===== src/rtl/axil_native_bridge.sv =====
// AXI4-Lite slave to native register-bus bridge. The read and write engines
// run independently; the bridge decodes a base/span window and times out reads.
module axil_native_bridge #(
  parameter int unsigned              DATA_WIDTH     = 32,
  parameter int unsigned              ADDR_WIDTH     = 32,
  parameter logic [ADDR_WIDTH-1:0]    BASE_ADDR      = '0,
  parameter longint unsigned          SPAN_BYTES     = 'h1000,
  parameter int unsigned              TIMEOUT_CYCLES = 64
) (
  input  logic                      AXI_ACLK,
  input  logic                      AXI_ARESETN,
  input  logic [ADDR_WIDTH-1:0]     AXI_AWADDR,
  input  logic [2:0]                AXI_AWPROT,
  input  logic                      AXI_AWVALID,
  output logic                      AXI_AWREADY,
  input  logic [DATA_WIDTH-1:0]     AXI_WDATA,
  input  logic [DATA_WIDTH/8-1:0]   AXI_WSTRB,
  input  logic                      AXI_WVALID,
  output logic                      AXI_WREADY,
  output logic [1:0]                AXI_BRESP,
  output logic                      AXI_BVALID,
  input  logic                      AXI_BREADY,
  input  logic [ADDR_WIDTH-1:0]     AXI_ARADDR,
  input  logic [2:0]                AXI_ARPROT,
  input  logic                      AXI_ARVALID,
  output logic                      AXI_ARREADY,
  output logic [DATA_WIDTH-1:0]     AXI_RDATA,
  output logic [1:0]                AXI_RRESP,
  output logic                      AXI_RVALID,
  input  logic                      AXI_RREADY,
  output logic                      WEN,
  output logic [ADDR_WIDTH-1:0]     WADDR,
  output logic [DATA_WIDTH-1:0]     WDATA,
  output logic [DATA_WIDTH/8-1:0]   WBE,
  output logic                      WACK,
  output logic                      REN,
  output logic [ADDR_WIDTH-1:0]     RADDR,
  input  logic [DATA_WIDTH-1:0]     RDATA,
  input  logic                      RVALID
);

  localparam int unsigned STRB_W   = DATA_WIDTH / 8;
  localparam int unsigned LSB      = $clog2(STRB_W);
  localparam int unsigned TMR_W    = (TIMEOUT_CYCLES > 1) ? $clog2(TIMEOUT_CYCLES) : 1;
  localparam int unsigned TMR_LAST = (TIMEOUT_CYCLES == 0) ? 0 : TIMEOUT_CYCLES - 1;

  localparam logic [ADDR_WIDTH:0] WIN_LO   = {1'b0, BASE_ADDR};
  localparam logic [ADDR_WIDTH:0] WIN_SPAN = (ADDR_WIDTH+1)'(SPAN_BYTES);

  localparam logic [1:0] RESP_OKAY   = 2'b00;
  localparam logic [1:0] RESP_SLVERR = 2'b10;

  typedef enum logic [1:0] {W_IDLE, W_EXEC, W_RESP} w_state_e;
  typedef enum logic [1:0] {R_IDLE, R_WAIT, R_RESP} r_state_e;

  logic unused_prot;
  assign unused_prot = ^{AXI_AWPROT, AXI_ARPROT};

  // Subtracting in ADDR_WIDTH+1 bits: the top bit flags addr < BASE_ADDR,
  // and the low bits are the window offset, so there is no wrap-around.
  logic [ADDR_WIDTH:0]   aw_diff, ar_diff;
  logic                  aw_hit, ar_hit;
  logic [ADDR_WIDTH-1:0] aw_off, ar_off;

  always_comb begin
    aw_diff = {1'b0, AXI_AWADDR} - WIN_LO;
    ar_diff = {1'b0, AXI_ARADDR} - WIN_LO;
    aw_hit  = !aw_diff[ADDR_WIDTH] && (aw_diff < WIN_SPAN);
    ar_hit  = !ar_diff[ADDR_WIDTH] && (ar_diff < WIN_SPAN);
    aw_off  = aw_diff[ADDR_WIDTH-1:0];
    ar_off  = ar_diff[ADDR_WIDTH-1:0];
    aw_off[LSB-1:0] = '0;
    ar_off[LSB-1:0] = '0;
  end

  // ---------------- write engine ----------------
  w_state_e              w_state_q, w_state_d;
  logic                  aw_got_q, aw_got_d, w_got_q, w_got_d;
  logic                  aw_rdy_q, aw_rdy_d, w_rdy_q, w_rdy_d;
  logic                  whit_q, whit_d;
  logic [ADDR_WIDTH-1:0] waddr_q, waddr_d;
  logic [DATA_WIDTH-1:0] wdata_q, wdata_d;
  logic [STRB_W-1:0]     wbe_q, wbe_d;
  logic [1:0]            bresp_q, bresp_d;
  logic                  aw_hs, w_hs;

  always_comb begin
    w_state_d = w_state_q;
    aw_got_d  = aw_got_q;
    w_got_d   = w_got_q;
    whit_d    = whit_q;
    waddr_d   = waddr_q;
    wdata_d   = wdata_q;
    wbe_d     = wbe_q;
    bresp_d   = bresp_q;
    aw_hs     = AXI_AWVALID && aw_rdy_q;
    w_hs      = AXI_WVALID && w_rdy_q;
    case (w_state_q)
      W_IDLE: begin
        if (aw_hs) begin
          aw_got_d = 1'b1;
          waddr_d  = aw_off;
          whit_d   = aw_hit;
        end
        if (w_hs) begin
          w_got_d = 1'b1;
          wdata_d = AXI_WDATA;
          wbe_d   = AXI_WSTRB;
        end
        if (aw_got_d && w_got_d) begin
          w_state_d = W_EXEC;
          aw_got_d  = 1'b0;
          w_got_d   = 1'b0;
        end
      end
      W_EXEC: begin
        bresp_d   = whit_q ? RESP_OKAY : RESP_SLVERR;
        w_state_d = W_RESP;
      end
      W_RESP: begin
        if (AXI_BREADY) w_state_d = W_IDLE;
      end
      default: w_state_d = W_IDLE;
    endcase
    // Readiness is registered: it reflects where the engine will be next cycle.
    aw_rdy_d = (w_state_d == W_IDLE) && !aw_got_d;
    w_rdy_d  = (w_state_d == W_IDLE) && !w_got_d;
  end

  always_ff @(posedge AXI_ACLK or negedge AXI_ARESETN) begin
    if (!AXI_ARESETN) begin
      w_state_q <= W_IDLE;
      aw_got_q  <= 1'b0;
      w_got_q   <= 1'b0;
      aw_rdy_q  <= 1'b0;
      w_rdy_q   <= 1'b0;
      whit_q    <= 1'b0;
      waddr_q   <= '0;
      wdata_q   <= '0;
      wbe_q     <= '0;
      bresp_q   <= '0;
    end else begin
      w_state_q <= w_state_d;
      aw_got_q  <= aw_got_d;
      w_got_q   <= w_got_d;
      aw_rdy_q  <= aw_rdy_d;
      w_rdy_q   <= w_rdy_d;
      whit_q    <= whit_d;
      waddr_q   <= waddr_d;
      wdata_q   <= wdata_d;
      wbe_q     <= wbe_d;
      bresp_q   <= bresp_d;
    end
  end

  assign AXI_AWREADY = aw_rdy_q;
  assign AXI_WREADY  = w_rdy_q;
  assign AXI_BVALID  = (w_state_q == W_RESP);
  assign AXI_BRESP   = bresp_q;
  assign WEN         = (w_state_q == W_EXEC) && whit_q;
  assign WADDR       = waddr_q;
  assign WDATA       = wdata_q;
  assign WBE         = wbe_q;
  assign WACK        = (w_state_q == W_RESP) && AXI_BREADY && whit_q;

  // ---------------- read engine ----------------
  r_state_e              r_state_q, r_state_d;
  logic                  ar_rdy_q, ar_rdy_d;
  logic                  ren_done_q, ren_done_d;
  logic [TMR_W-1:0]      tmr_q, tmr_d;
  logic [ADDR_WIDTH-1:0] raddr_q, raddr_d;
  logic [DATA_WIDTH-1:0] rdata_q, rdata_d;
  logic [1:0]            rresp_q, rresp_d;
  logic                  ar_hs;

  always_comb begin
    r_state_d  = r_state_q;
    ren_done_d = ren_done_q;
    tmr_d      = tmr_q;
    raddr_d    = raddr_q;
    rdata_d    = rdata_q;
    rresp_d    = rresp_q;
    ar_hs      = AXI_ARVALID && ar_rdy_q;
    case (r_state_q)
      R_IDLE: begin
        tmr_d      = '0;
        ren_done_d = 1'b0;
        if (ar_hs) begin
          raddr_d = ar_off;
          if (ar_hit) begin
            r_state_d = R_WAIT;
          end else begin
            rdata_d   = '0;
            rresp_d   = RESP_SLVERR;
            r_state_d = R_RESP;
          end
        end
      end
      R_WAIT: begin
        ren_done_d = 1'b1;
        // Native data takes priority over a timeout expiring in the same cycle.
        if (RVALID) begin
          rdata_d   = RDATA;
          rresp_d   = RESP_OKAY;
          r_state_d = R_RESP;
        end else if ((TIMEOUT_CYCLES != 0) && (tmr_q == TMR_W'(TMR_LAST))) begin
          rdata_d   = '0;
          rresp_d   = RESP_SLVERR;
          r_state_d = R_RESP;
        end else if (TIMEOUT_CYCLES != 0) begin
          tmr_d = tmr_q + 1'b1;
        end
      end
      R_RESP: begin
        if (AXI_RREADY) r_state_d = R_IDLE;
      end
      default: r_state_d = R_IDLE;
    endcase
    ar_rdy_d = (r_state_d == R_IDLE);
  end

  always_ff @(posedge AXI_ACLK or negedge AXI_ARESETN) begin
    if (!AXI_ARESETN) begin
      r_state_q  <= R_IDLE;
      ar_rdy_q   <= 1'b0;
      ren_done_q <= 1'b0;
      tmr_q      <= '0;
      raddr_q    <= '0;
      rdata_q    <= '0;
      rresp_q    <= '0;
    end else begin
      r_state_q  <= r_state_d;
      ar_rdy_q   <= ar_rdy_d;
      ren_done_q <= ren_done_d;
      tmr_q      <= tmr_d;
      raddr_q    <= raddr_d;
      rdata_q    <= rdata_d;
      rresp_q    <= rresp_d;
    end
  end

  assign AXI_ARREADY = ar_rdy_q;
  assign AXI_RVALID  = (r_state_q == R_RESP);
  assign AXI_RDATA   = rdata_q;
  assign AXI_RRESP   = rresp_q;
  assign REN         = (r_state_q == R_WAIT) && !ren_done_q;
  assign RADDR       = raddr_q;

endmodule


===== config.mk =====
export PLATFORM = sky130hd
export DESIGN_NAME = axil_native_bridge
export DESIGN_NICKNAME = d
export VERILOG_FILES = /design/src/rtl/axil_native_bridge.sv
export SDC_FILE = /design/constraint.sdc
export NUM_CORES = 1
export LEC_CHECK = 0
export CAP_MARGIN = 30
export CORE_ASPECT_RATIO = 1.1
export CORE_UTILIZATION = 41
export CTS_CLUSTER_SIZE = 30
export DETAILED_ROUTE_END_ITERATION = 10
export GPL_ROUTABILITY_DRIVEN = 0
export HOLD_SLACK_MARGIN = 0.1
export PLACE_DENSITY_LB_ADDON = 0.1
export SETUP_SLACK_MARGIN = 0.05
export SYNTH_ARGS = -nofsm -noshare
export SYNTH_HDL_FRONTEND = slang
export SYNTH_SLANG_ARGS = --single-unit

===== constraint.sdc =====
create_clock -name AXI_ACLK -period 2.45 [get_ports AXI_ACLK]
set_clock_uncertainty 0.2 [all_clocks]
set_input_delay 0.49 -clock AXI_ACLK [delete_from_list [all_inputs] [get_ports AXI_ACLK]]
set_output_delay 0.49 -clock AXI_ACLK [all_outputs]
set_load 0.02 [all_outputs]

==> results, run 1 <==
- In the post-route analysis, the smallest setup slack over all paths is 162.7 ps.
- The worst-skew pair later-pin latency is 410 ps.
- In this run the worst setup path terminates at AXI_RVALID.
- The clock-pin slew reported for the worst setup and hold paths after clock tree synthesis is 60 ps.
- The detailed-route via count is around 4600.
- The depth of the worst register-to-register path is 6.
- The final count of negative-setup-slack endpoints is 0.
- The smallest hold slack is approximately 250 ps.
- Detailed placement ended at an HPWL of 12050 µm.
- The floorplan step set the die height to around 130 µm.
- The biggest area contributor in the post-synthesis netlist is sky130_fd_sc_hd__dfrtp_1.
- The most instantiated flip-flop cell in the synthesis netlist is sky130_fd_sc_hd__dfrtp_1.
- The count of different cell masters after synthesis is 42.
- Of the cells placed in the final design, the portion with a size suffix greater than 1 is 0.1992.
- The biggest fanout along the worst timing path is 7.
- Subtracting the final worst setup slack from the clock period gives around 2300 ps.
- The final-layout fill cell count is approximately 1100.
- In the final routed layout, each cell accounts on average for 16.91 µm.
- The tool flagged a number of max-cap violations equal to 0.
- The share of the synthesized area in the top cell type is 0.6217.
- The count of buffers added on input and output ports is 273.
- The number of warning messages in the yosys log is 0.
- The initial antenna violation count was 1.
- In the post-synthesis netlist, the biggest area contributors are sky130_fd_sc_hd__dfrtp_1, sky130_fd_sc_hd__mux2_2, sky130_fd_sc_hd__nand2_1, sky130_fd_sc_hd__o21ai_1, sky130_fd_sc_hd__buf_6.
- For this design the ratio of total power to cell area is 1209 nW/µm².
- TritonCTS built the clock tree.
- In the global route stage, overall resource usage came out at 0.2203.
- The post-synthesis sequential element count is 147.
- The clock tree root driver cell is sky130_fd_sc_hd__clkbuf_16.
- For the worst setup path, the data required time is 1760 ps.
- The number of non-filler instances in the completed layout is 947.
- The die covers 14920 µm².
- The number of clock sinks is 147.
- The DRC violations left is 0.
- The post-synthesis cell count is 460.
- The cell count after placement is 913.
- In this run the critical register-to-register path is captured at AXI_RDATA[17].
- The number of top-level design ports is 290.
- The number of enable-type register cells in the synthesized netlist is 0.
- The share of synthesized registers carrying an async set or reset is 1.000.
- The worst IR drop on VDD is 685.1 µV.
- The top achievable clock speed is 437.2 MHz.
- The via count of the first global-routing pass is 4833.
- The placeable core region is 13960 µm².
- The multi-input combinational cell area is between 2000 and 2500 µm².
- The final wirelength is 16020 µm.
- For this block, the initial DRC count from the detailed router was 143.
- The pin count of the biggest net entering global routing is 47.
- Setup repair after global routing left no endpoint under its margin.
- The number of max-slew violations in the final report is 0.
- The kind of end point of the critical path is an output pin.
- STA classifies the critical path startpoint as a register.
- In the finished design, the share of the clock period the worst path needs comes to 0.9336.
- The pre-antenna-repair detailed-routing pass consisted of 4 iterations.
- The width of the chip is 116.5 µm.
- The total negative setup slack is 0 ps.
- The fraction of the yosys area taken by sequential cells is 0.6217.
- The setup fix buffers added after clock tree synthesis is 0.
- The classification of the worst setup path is register to output pin.
- The deepest clock path buffer count is 2.
- The ratio of routed vias to standard cells is 4.881.
- The origin of the worst setup path is r_state_q[1].
- Buffers inserted during clock tree synthesis total 17.
- In this run the remaining antenna-violating nets after routing total 0.
- The class of the tightest hold or removal check is register to register.
- The placement row count is 45.
- The run finished with clean final reports.
- The worst slack at placement is 28.59 ps.
- The start of the worst register-to-register path is tmr_q[0].
- The cell leakage power is 4.005 nW.
- The number of hold-slack violations in the final timing report is 0.
- For this configuration, the core starts out at a cell density of 0.4237.
- The first-pass GRT wire length is between 20000 and 25000 µm.
- The arrival time of data at the critical path endpoint is around 1600 ps.
- The area used by sequential logic in the layout is around 3700 µm².
- The net count of the finished layout is 892.
- The setup slack of the worst register-to-register path is 410 ps.
- The number of H-tree levels is 4.
- Compared with the post-synthesis result, the final layout area differs by 62.06%.
- The mean area per synthesized cell is 12.86 µm².
- The cell area after synthesis is 5917 µm².
- Global routing finished with a remaining overflow of 0.
[cells in the mapped netlist, types with 3 or more instances]
cell type                  count
sky130_fd_sc_hd__dfrtp_1     147
sky130_fd_sc_hd__o21ai_1      28
sky130_fd_sc_hd__o21ai_0       9
sky130_fd_sc_hd__buf_4         7
sky130_fd_sc_hd__nor3_1        3
sky130_fd_sc_hd__nand4_1       3
sky130_fd_sc_hd__clkbuf_1      5
sky130_fd_sc_hd__nand2_1      77
sky130_fd_sc_hd__and3_1        5
sky130_fd_sc_hd__buf_2         9
sky130_fd_sc_hd__a21oi_1       4
sky130_fd_sc_hd__nand3_1       3
sky130_fd_sc_hd__buf_6         8
sky130_fd_sc_hd__mux2_2       96
sky130_fd_sc_hd__nor2_1       10
sky130_fd_sc_hd__inv_1         5
sky130_fd_sc_hd__nor4_1       10
[worst min path at each step]
stage                           start           to  slack [ps]  cells past startpoint
after floorplan           AXI_ARESETN  AXI_ARREADY          -6                      0
after global placement       aw_got_q  AXI_AWREADY         230                      1
after detailed placement  AXI_ARESETN    WDATA[16]         240                      1
after CTS                    aw_got_q  AXI_AWREADY         260                      1
after global routing          w_got_q   AXI_WREADY         280                      1
final                        aw_got_q  AXI_AWREADY         250                      1
[kinds of logic after synthesis]
family	count (synthesis)	share of synthesized area
AO/OA/AOI/OAI	56	0.05815
adder cells (fa/ha/maj)	1	0.002114
multiplexers	97	0.1844
AND/OR/NAND/NOR	123	0.09410
other	1	0.0006338
buffers and inverters	35	0.03891
flip-flops	147	0.6217
[per-layer routing]
metal  vias to the layer above  track usage  part of all wire
met1                      2251       0.2281              0.35
met3                        24      0.08180             0.098
met2                       182       0.3898              0.52
met4                         0       0.1035             0.024
met5                         -            0                 0
li1                       2165            -                 -
[cell usage in the layout, fill, tap and decap left out, drive strengths merged, types with 2 or more instances in the layout]
master and n:
nand4 3, conb 6, clkbuf 17, nand2b 2, nor3b 2, clkinv 6
buf 18, o211ai 2, nor2 10, mux2 96, o21a 2, and3 5
o21ai 39, nand3 3, nor3 3, a21oi 5, bufinv 7, nand2 77
nor4 10, clkdlybuf4s50 268, o31ai 2, dfrtp 147, dlygate4sd2 4, o311ai 2
inv 6
[where the power goes]
part | switching, mW | leakage (nW) | internal, mW
Sequential | 0.452 | 1.82 | 3.32
Combinational | 2.22 | 1.85 | 2.60
Clock | 0.993 | 0.337 | 2.01
Total | 3.67 | 4.00 | 7.92
[metrics by stage]
| step | utilization | total power, mW | area, µm² |
|---|---|---|---|
| 2_1_floorplan | - | 6.274 | 5936 |
| 3_3_place_gp | 0.6371 | 8.569 | 8896 |
| 3_5_place_dp | 0.6371 | 8.681 | 8896 |
| 4_1_cts | 0.6866 | 11.72 | 9587 |
| 5_1_grt | 0.6867 | 12.13 | 9589 |
| 6_report | 0.6867 | 11.59 | 9589 |
[critical path, stage by stage, from the launching register on]
cell                              delay [ps]
sky130_fd_sc_hd__dfrtp_1                 340
sky130_fd_sc_hd__inv_1                   110
sky130_fd_sc_hd__nor2_1                  110
sky130_fd_sc_hd__clkdlybuf4s50_1         620
[state kept, by name (all words and copies together), names as in the netlist]
signal       cells
AXI_RDATA       32
WDATA           32
AXI_RRESP        1
aw_got_q         1
w_state_q        2
w_got_q          1
AXI_BRESP        1
ren_done_q       1
r_state_q        2
tmr_q            6
AXI_ARREADY      1
RADDR           30
whit_q           1
AXI_WREADY       1
WADDR           30
AXI_AWREADY      1
WBE              4
[repair_timing]
item,CTS,global route
hold endpoints to repair,43,0
hold buffers,1,0
resized for setup,4,0
setup endpoints to repair,4,0
[cell type report]
cell class / count / area share
sequential: 147 / 0.3836
timing repair buffer: 291 / 0.3068
multi-input combinational: 283 / 0.2114
clock buffer: 17 / 0.04436
clock inverter: 15 / 0.02714
tap: 188 / 0.02453
inverter: 5 / 0.001957
antenna: 1 / 0.0002610
(Power assumes the default switching activity.)
==> inputs of run 2 (changes only) <==
--- a/config.mk
+++ b/config.mk
@@ -7,7 +7,8 @@
 export LEC_CHECK = 0
 export CAP_MARGIN = 30
 export CORE_ASPECT_RATIO = 1.1
-export CORE_UTILIZATION = 41
+export CORE_UTILIZATION = 44
+export CTS_CLUSTER_DIAMETER = 100
 export CTS_CLUSTER_SIZE = 30
 export DETAILED_ROUTE_END_ITERATION = 10
 export GPL_ROUTABILITY_DRIVEN = 0
==> constraint.sdc (replaced) <==
create_clock -name AXI_ACLK -period 2.9 [get_ports AXI_ACLK]
set_clock_uncertainty 0.2 [all_clocks]
set_input_delay 0.58 -clock AXI_ACLK [delete_from_list [all_inputs] [get_ports AXI_ACLK]]
set_output_delay 0.58 -clock AXI_ACLK [all_outputs]
set_load 0.02 [all_outputs]
==> results, run 2 (same netlist as run 1, synthesis figures left out) <==
- The flow ran to the end, and the final reports show no timing, DRC or antenna violations.
- The number of clock sinks is 147.
- Of the cells placed in the final design, the portion with a size suffix greater than 1 is 0.1873.
- Setup repair after global routing left no endpoint under its margin.
- The deepest clock path buffer count is 2.
- The min-delay analysis places its worst path in the category register to register.
- Clock latency on the worst-skew pair, taken at its later pin, is 410 ps.
- The number of hold-slack violations in the final timing report is 0.
- The smallest hold slack is 235.9 ps.
- The total congestion overflow after global routing is 0.
- The cell leakage power is just under 4 nW.
- The average detailed-routed wire length per instance is 16.04 µm.
- The number of top-level design ports is 290.
- The pin slew with the least headroom to its limit is 571.8 ps.
- Setup violations remaining at the end of the flow were counted as 0.
- 0 antenna diodes ended up in the layout.
- The switching portion of total power is 0.3249.
- The detailed-placement wirelength estimate is around 11000 µm.
- The global-route usage over all layers is 0.2161.
- The number of max-slew violations in the final report came to 0.
- The total die area is 13920 µm².
- The net count of the finished layout is 887.
- Counting instances, the worst hold path has a depth of 1.
- The tree is rooted in a sky130_fd_sc_hd__clkbuf_16.
- The classification of the worst setup path is register to output pin.
- The H-tree generated during clock tree synthesis spans 4 levels.
- For this run, global-route usage on met2 was measured as 0.3646.
- The placement row count is 44.
- Subtracting the final worst setup slack from the clock period gives 2595 ps.
- The via count of the first global-routing pass came to 4643.
- The depth of the worst register-to-register path is 6.
- Cell internal power was estimated by the tool at 6.269 mW.
- The power dissipated by switching net loads is 3.016 mW.
- The proportion of power drawn by flip-flops and latches is 0.346.
- The routing usage on met1 is 0.2555.
- For met3 alone, demand over resource in global routing was 0.07445.
- Entering global routing, the biggest net connects 62 pins.
- Of the total power, combinational logic draws 0.432.
- In this run the worst path has a maximum fanout of 5.
- In this run the power density over the cells is 992.1 nW/µm².
- The number of iterations in the first detailed-routing pass is 4.
- The worst setup path is launched from a register.
- The count of nets left with antenna violations once routing finished came out at 0.
- The total negative setup slack is 0 ps.
- The first global-routing pass estimated roughly 23000 µm of wire.
- In this run the post-CTS setup repair buffer count came out at 0.
- In this run the tightest slew margin relative to its limit is 0.6188.
- The synthesis-to-layout area growth is 58.17%.
- The library cell used most frequently in the layout, excluding fill and tap cells, is sky130_fd_sc_hd__clkdlybuf4s50_1.
- After the first detailed-routing iteration, the DRC count stood at slightly above 200.
- The top achievable clock speed is 385.3 MHz.
- The initial cell density of the core is 0.4497.
- The CTS tree is yes.
- Across the VDD grid, the largest voltage drop is 626.1 µV.
- The clock network power share is 0.222.
- The kind of end point of the critical path is an output pin.
- The initial antenna violation count is 0.
- TritonCTS created 17 clock buffers.
- The DRC violations left is 0.
- The number of maximum-capacitance violations is 0.
- The count of input and output buffers is 273.
- The required time of the critical path is 2120 ps.
- Summing over every cut layer, the via total after detailed routing is 4600.
- In the layout the commonest cells are sky130_fd_sc_hd__clkdlybuf4s50_1, sky130_fd_sc_hd__dfrtp_1, sky130_fd_sc_hd__mux2_2, sky130_fd_sc_hd__nand2_1, sky130_fd_sc_hd__o21ai_1.
- Data on the critical path arrives at its endpoint at 1820 ps.
- The width of the chip is about 110 µm.
- After detailed routing, the number of vias per cell comes to 5.033.
- Wires add up to 14660 µm.
- The core region is between 10000 and 15000 µm².
- The die is between 100 and 150 µm tall.
- The clock-pin slew reported for the worst setup and hold paths after clock tree synthesis is 50 ps.
- Dividing the final minimum period by the clock period gives 0.8949.
- The most used routing layer in global routing is met2.
run 2: final timing paths:
path                              start             to  slack (ps)
setup / recovery           w_state_q[0]           WACK         300
hold / removal                 aw_got_q    AXI_AWREADY         240
setup reg to reg               tmr_q[0]   AXI_RDATA[1]         850
hold reg to reg                aw_got_q    AXI_AWREADY         240
max in group asynchronous   AXI_ARESETN       WADDR[6]        1270
min in group asynchronous   AXI_ARESETN  AXI_RDATA[15]         500
run 2: timing repair:
action,CTS,global route
resized for setup,1,1
setup endpoints to repair,1,1
hold endpoints to repair,58,0
hold buffers,1,0
pin swaps,0,0
run 2: worst max-delay path, stage by stage (launching register included):
cell	delay, ps
sky130_fd_sc_hd__dfrtp_1	420
sky130_fd_sc_hd__nand2b_1	170
sky130_fd_sc_hd__inv_1	70
sky130_fd_sc_hd__and3_1	150
sky130_fd_sc_hd__clkdlybuf4s50_1	600
run 2: cell type report:
| class | instances | area (µm²) |
|---|---|---|
| timing repair buffer | 286 | 2870 |
| inverter | 5 | 18.77 |
| tap | 161 | 201.4 |
| sequential | 147 | 3680 |
| multi-input combinational | 283 | 2027 |
| clock buffer | 28 | 516.7 |
| clock inverter | 4 | 45.04 |
| fill | 971 | 3799 |
run 2: metrics by stage:
stage | setup slack (ps) | utilization | cells | instance area (µm²) | power, mW
3_3_place_gp | 312.6 | 0.6678 | 881 | 8787 | 7.179
4_1_cts | 153.5 | 0.7112 | 914 | 9358 | 9.400
3_5_place_dp | 307.6 | 0.6678 | 881 | 8787 | 7.291
5_1_grt | 181.1 | 0.7113 | 914 | 9359 | 9.763
2_1_floorplan | 994.7 | - | 465 | 5936 | 5.301
6_report | 304.9 | 0.7113 | 914 | 9359 | 9.285
run 2: power by group through the flow:
stage | Sequential [mW] | Clock (mW) | Combinational (mW)
6_report | 3.21 | 2.06 | 4.01
4_1_cts | 3.22 | 2.12 | 4.06
5_1_grt | 3.32 | 2.20 | 4.24
2_1_floorplan | 4.09 | 0 | 1.21
3_5_place_dp | 3.25 | 0 | 4.04
3_3_place_gp | 3.19 | 0 | 3.99
run 2: per-layer routing:
metal / part of all wire / vias to the layer above
li1: - / 2152
met1: 0.40 / 2229
met2: 0.51 / 198
met3: 0.080 / 21
met4: 0.014 / 0
met5: 0 / -
==> inputs of run 3 (changes only) <==
--- a/config.mk
+++ b/config.mk
@@ -7,7 +7,7 @@
 export LEC_CHECK = 0
 export CAP_MARGIN = 30
 export CORE_ASPECT_RATIO = 1.1
-export CORE_UTILIZATION = 44
+export CORE_UTILIZATION = 37
 export CTS_CLUSTER_DIAMETER = 100
 export CTS_CLUSTER_SIZE = 30
 export DETAILED_ROUTE_END_ITERATION = 10
==> constraint.sdc (replaced) <==
create_clock -name AXI_ACLK -period 2.3 [get_ports AXI_ACLK]
set_clock_uncertainty 0.2 [all_clocks]
set_input_delay 0.46 -clock AXI_ACLK [delete_from_list [all_inputs] [get_ports AXI_ACLK]]
set_output_delay 0.46 -clock AXI_ACLK [all_outputs]
set_load 0.02 [all_outputs]
==> results, run 3 (same netlist as run 1, synthesis figures left out) <==
- The slowest stage of the critical path belongs to the cell sky130_fd_sc_hd__dfrtp_1.
- The launch instance of the worst min-delay path is aw_got_q.
- The share of the cycle needed by the critical path after routing is 0.9285.
- The ratio of routed vias to standard cells is 4.831.
- The deepest clock path buffer count is 2.
- Max-cap violations in this run came to 0.
- The final wirelength is ~16000 µm.
- In this design, the stage delay of the slowest critical-path cell is approximately 410 ps.
- Setup violations remaining at the end of the flow were counted as 0.
- With fillers left out, the area of the finished cells amounts to about 9600 µm².
- The critical path's top delay family is flip-flops.
- The worst-case setup margin in the final layout is 164.5 ps.
- In this run the critical register-to-register path is launched from tmr_q[0].
- The vertical die dimension is approximately 130 µm.
- Clock tree synthesis found a total of 147 sinks.
- The cell area after placement is around 8900 µm².
- The detailed-route via count is approximately 4600.
- The antenna violation net count after detailed routing is 0.
- The commonest non-fill, non-tap cell in the layout is sky130_fd_sc_hd__clkdlybuf4s50_1.
- The setup fix buffers added after clock tree synthesis is 0.
- Counting cells, the worst reg-to-reg path comes to 5.
- The first-pass GRT wire length is 24620 µm.
- The detailed-placement wirelength estimate is between 10000 and 15000 µm.
- The worst slack at placement is -286.2 ps.
- The top achievable clock speed is 468.3 MHz.
- The count of buffers added on input and output ports is between 200 and 300.
- In the global route stage, met1 resource usage came out at 0.2225.
- The type of element launching the critical path is a register.
- The count of cells in the finished layout, fillers not included, comes to 959.
- The synthesis-to-layout area growth is 62.21%.
- The initial cell density of the core is 0.3775.
- The classification of the worst setup path is register to output pin.
- The final total power is around 12 mW.
- The total congestion overflow after global routing is 0.
- The flow ran to the end, and the final reports show no timing, DRC or antenna violations.
- In the final routed layout, each cell accounts on average for between 15 and 20 µm.
- CTS built an H-tree with a depth of 4.
- The share of the core filled with cells is 0.6123.
- The number of max-slew violations in the final report was 0.
- The share of final-layout standard cells stronger than drive strength 1 is 0.2016.
- For met3 alone, demand over resource in global routing was 0.07390.
- The final critical delay including setup and external delays is roughly 2100 ps.
- Dividing total power by cell area gives a power density of 1278 nW/µm².
- Together, buffers and inverters on the worst path number 1.
- In the final layout, the multi-input gates occupy roughly 2000 µm².
- The pin count of the biggest net entering global routing is between 60 and 70.
- The net count reported at finish is slightly below 900.
- For this design the static power due to leakage is roughly 4.0 nW.
- The smallest hold slack is 245.1 ps.
- The setup slack of the worst register-to-register path is 400 ps.
- The placement row count is 48.
- TritonCTS built the clock tree.
- For this block, the initial DRC count from the detailed router was 183.
- Clock-pin slew was measured on the worst setup and hold paths at ~50 ps.
- Summing all flip-flop and latch instances after layout gives 3679 µm².
- The number of buffers created by CTS is 17.
- The global-route usage over all layers is 0.1963.
- The global routing stage identified its most utilized layer as met2.
- In the layout the commonest cells are sky130_fd_sc_hd__clkdlybuf4s50_1, sky130_fd_sc_hd__dfrtp_1, sky130_fd_sc_hd__mux2_2, sky130_fd_sc_hd__nand2_1, sky130_fd_sc_hd__o21ai_1.
- The biggest fanout along the worst timing path is 5.
- The class of the tightest hold or removal check is register to register.
- The total die area is 16500 µm².
- The placeable core region is 15680 µm².
- Along the worst hold path, the cell count comes to 1.
- After routing, the total negative slack on setup checks comes to 0 ps.
- The final-layout fill cell count is roughly 1300.
- For hold timing, the worst endpoint is AXI_AWREADY.
- The initial antenna violation count is 0.
- The clock tree root driver cell is sky130_fd_sc_hd__clkbuf_16.
- In the global route stage, met2 resource usage came out at 0.3258.
- The number of iterations in the first detailed-routing pass is 4.
- The via count of the first global-routing pass is ~5000.
- The antenna diode count is 0.
- STA classifies the critical path endpoint as an output pin.
- Setup repair after global routing left no endpoint under its margin.
- During I/O placement, the number of pins put on the boundary was 290.
- The cell count after placement is approximately 930.
- Data arrives at the worst endpoint at 1480 ps.
- The number of hold-slack violations in the final timing report is 0.
- The die is around 120 µm wide.
- The worst IR drop on VDD is between 700 and 800 µV.
- The reg-to-reg critical path endpoint is tmr_q[3].
- The critical path goes through nand2b_1 > nor2_1 > dlygate4sd2_1.
- The worst-skew pair later-pin latency is 420 ps.
- For this run, design rule violations remaining after detail routing come to 0.
- Data on the critical path is required at its endpoint by between 1500 and 2000 ps.
[run 3: changes by cell type in the layout (fill, tap and decap cells not counted)]
cell,change
sky130_fd_sc_hd__clkbuf_1,-5
sky130_fd_sc_hd__buf_12,+4
sky130_fd_sc_hd__clkbuf_2,+2
sky130_fd_sc_hd__dfrtp_1,+1
sky130_fd_sc_hd__buf_4,+2
sky130_fd_sc_hd__clkinvlp_4,+1
sky130_fd_sc_hd__dlygate4sd2_1,+2
sky130_fd_sc_hd__clkdlybuf4s50_1,-4
sky130_fd_sc_hd__bufinv_16,+4
sky130_fd_sc_hd__dfrtp_2,-1
[run 3: per-layer routing]
metal | wire length (µm) | share of wire
met3 | 1521 | 0.097
met5 | 0 | 0
met2 | 7724 | 0.49
met1 | 6121 | 0.39
met4 | 378 | 0.024
[run 3: layout make-up]
cell class | instances | share of cell area
Timing Repair Buffer | 292 | 0.3077
Inverter | 5 | 0.001955
Tap cell | 200 | 0.02607
Clock inverter | 9 | 0.01799
Multi-Input combinational cell | 283 | 0.2112
Clock buffer | 23 | 0.05188
Sequential cell | 147 | 0.3833
[run 3: power breakdown]
part           leakage (nW)  switching, mW  total (mW)  internal (mW)
logic                  1.85           2.37        5.15           2.78
registers              1.82          0.485        4.02           3.54
clock network         0.329           1.03        3.09           2.06
[run 3: worst max-delay path by stage]
| stage | from | slack, ps | depth (start not counted) | to |
|---|---|---|---|---|
| 2_1_floorplan | r_state_q[1] | 510 | 4 | REN |
| 3_3_place_gp | AXI_ARADDR[16] | -270 | 7 | AXI_RDATA[1] |
| 3_5_place_dp | AXI_ARADDR[16] | -290 | 7 | AXI_RDATA[0] |
| 4_1_cts | w_state_q[0] | 50 | 4 | WACK |
| 5_1_grt | w_state_q[1] | 110 | 3 | WEN |
| 6_report | w_state_q[1] | 160 | 3 | WEN |
[run 3: repair_timing]
item	4_1_cts	5_1_grt
resized for setup	5	4
setup endpoints to repair	5	2
gates cloned	0	0
endpoints found under the hold margin	147	0
pin swaps	0	0
hold buffers	1	0
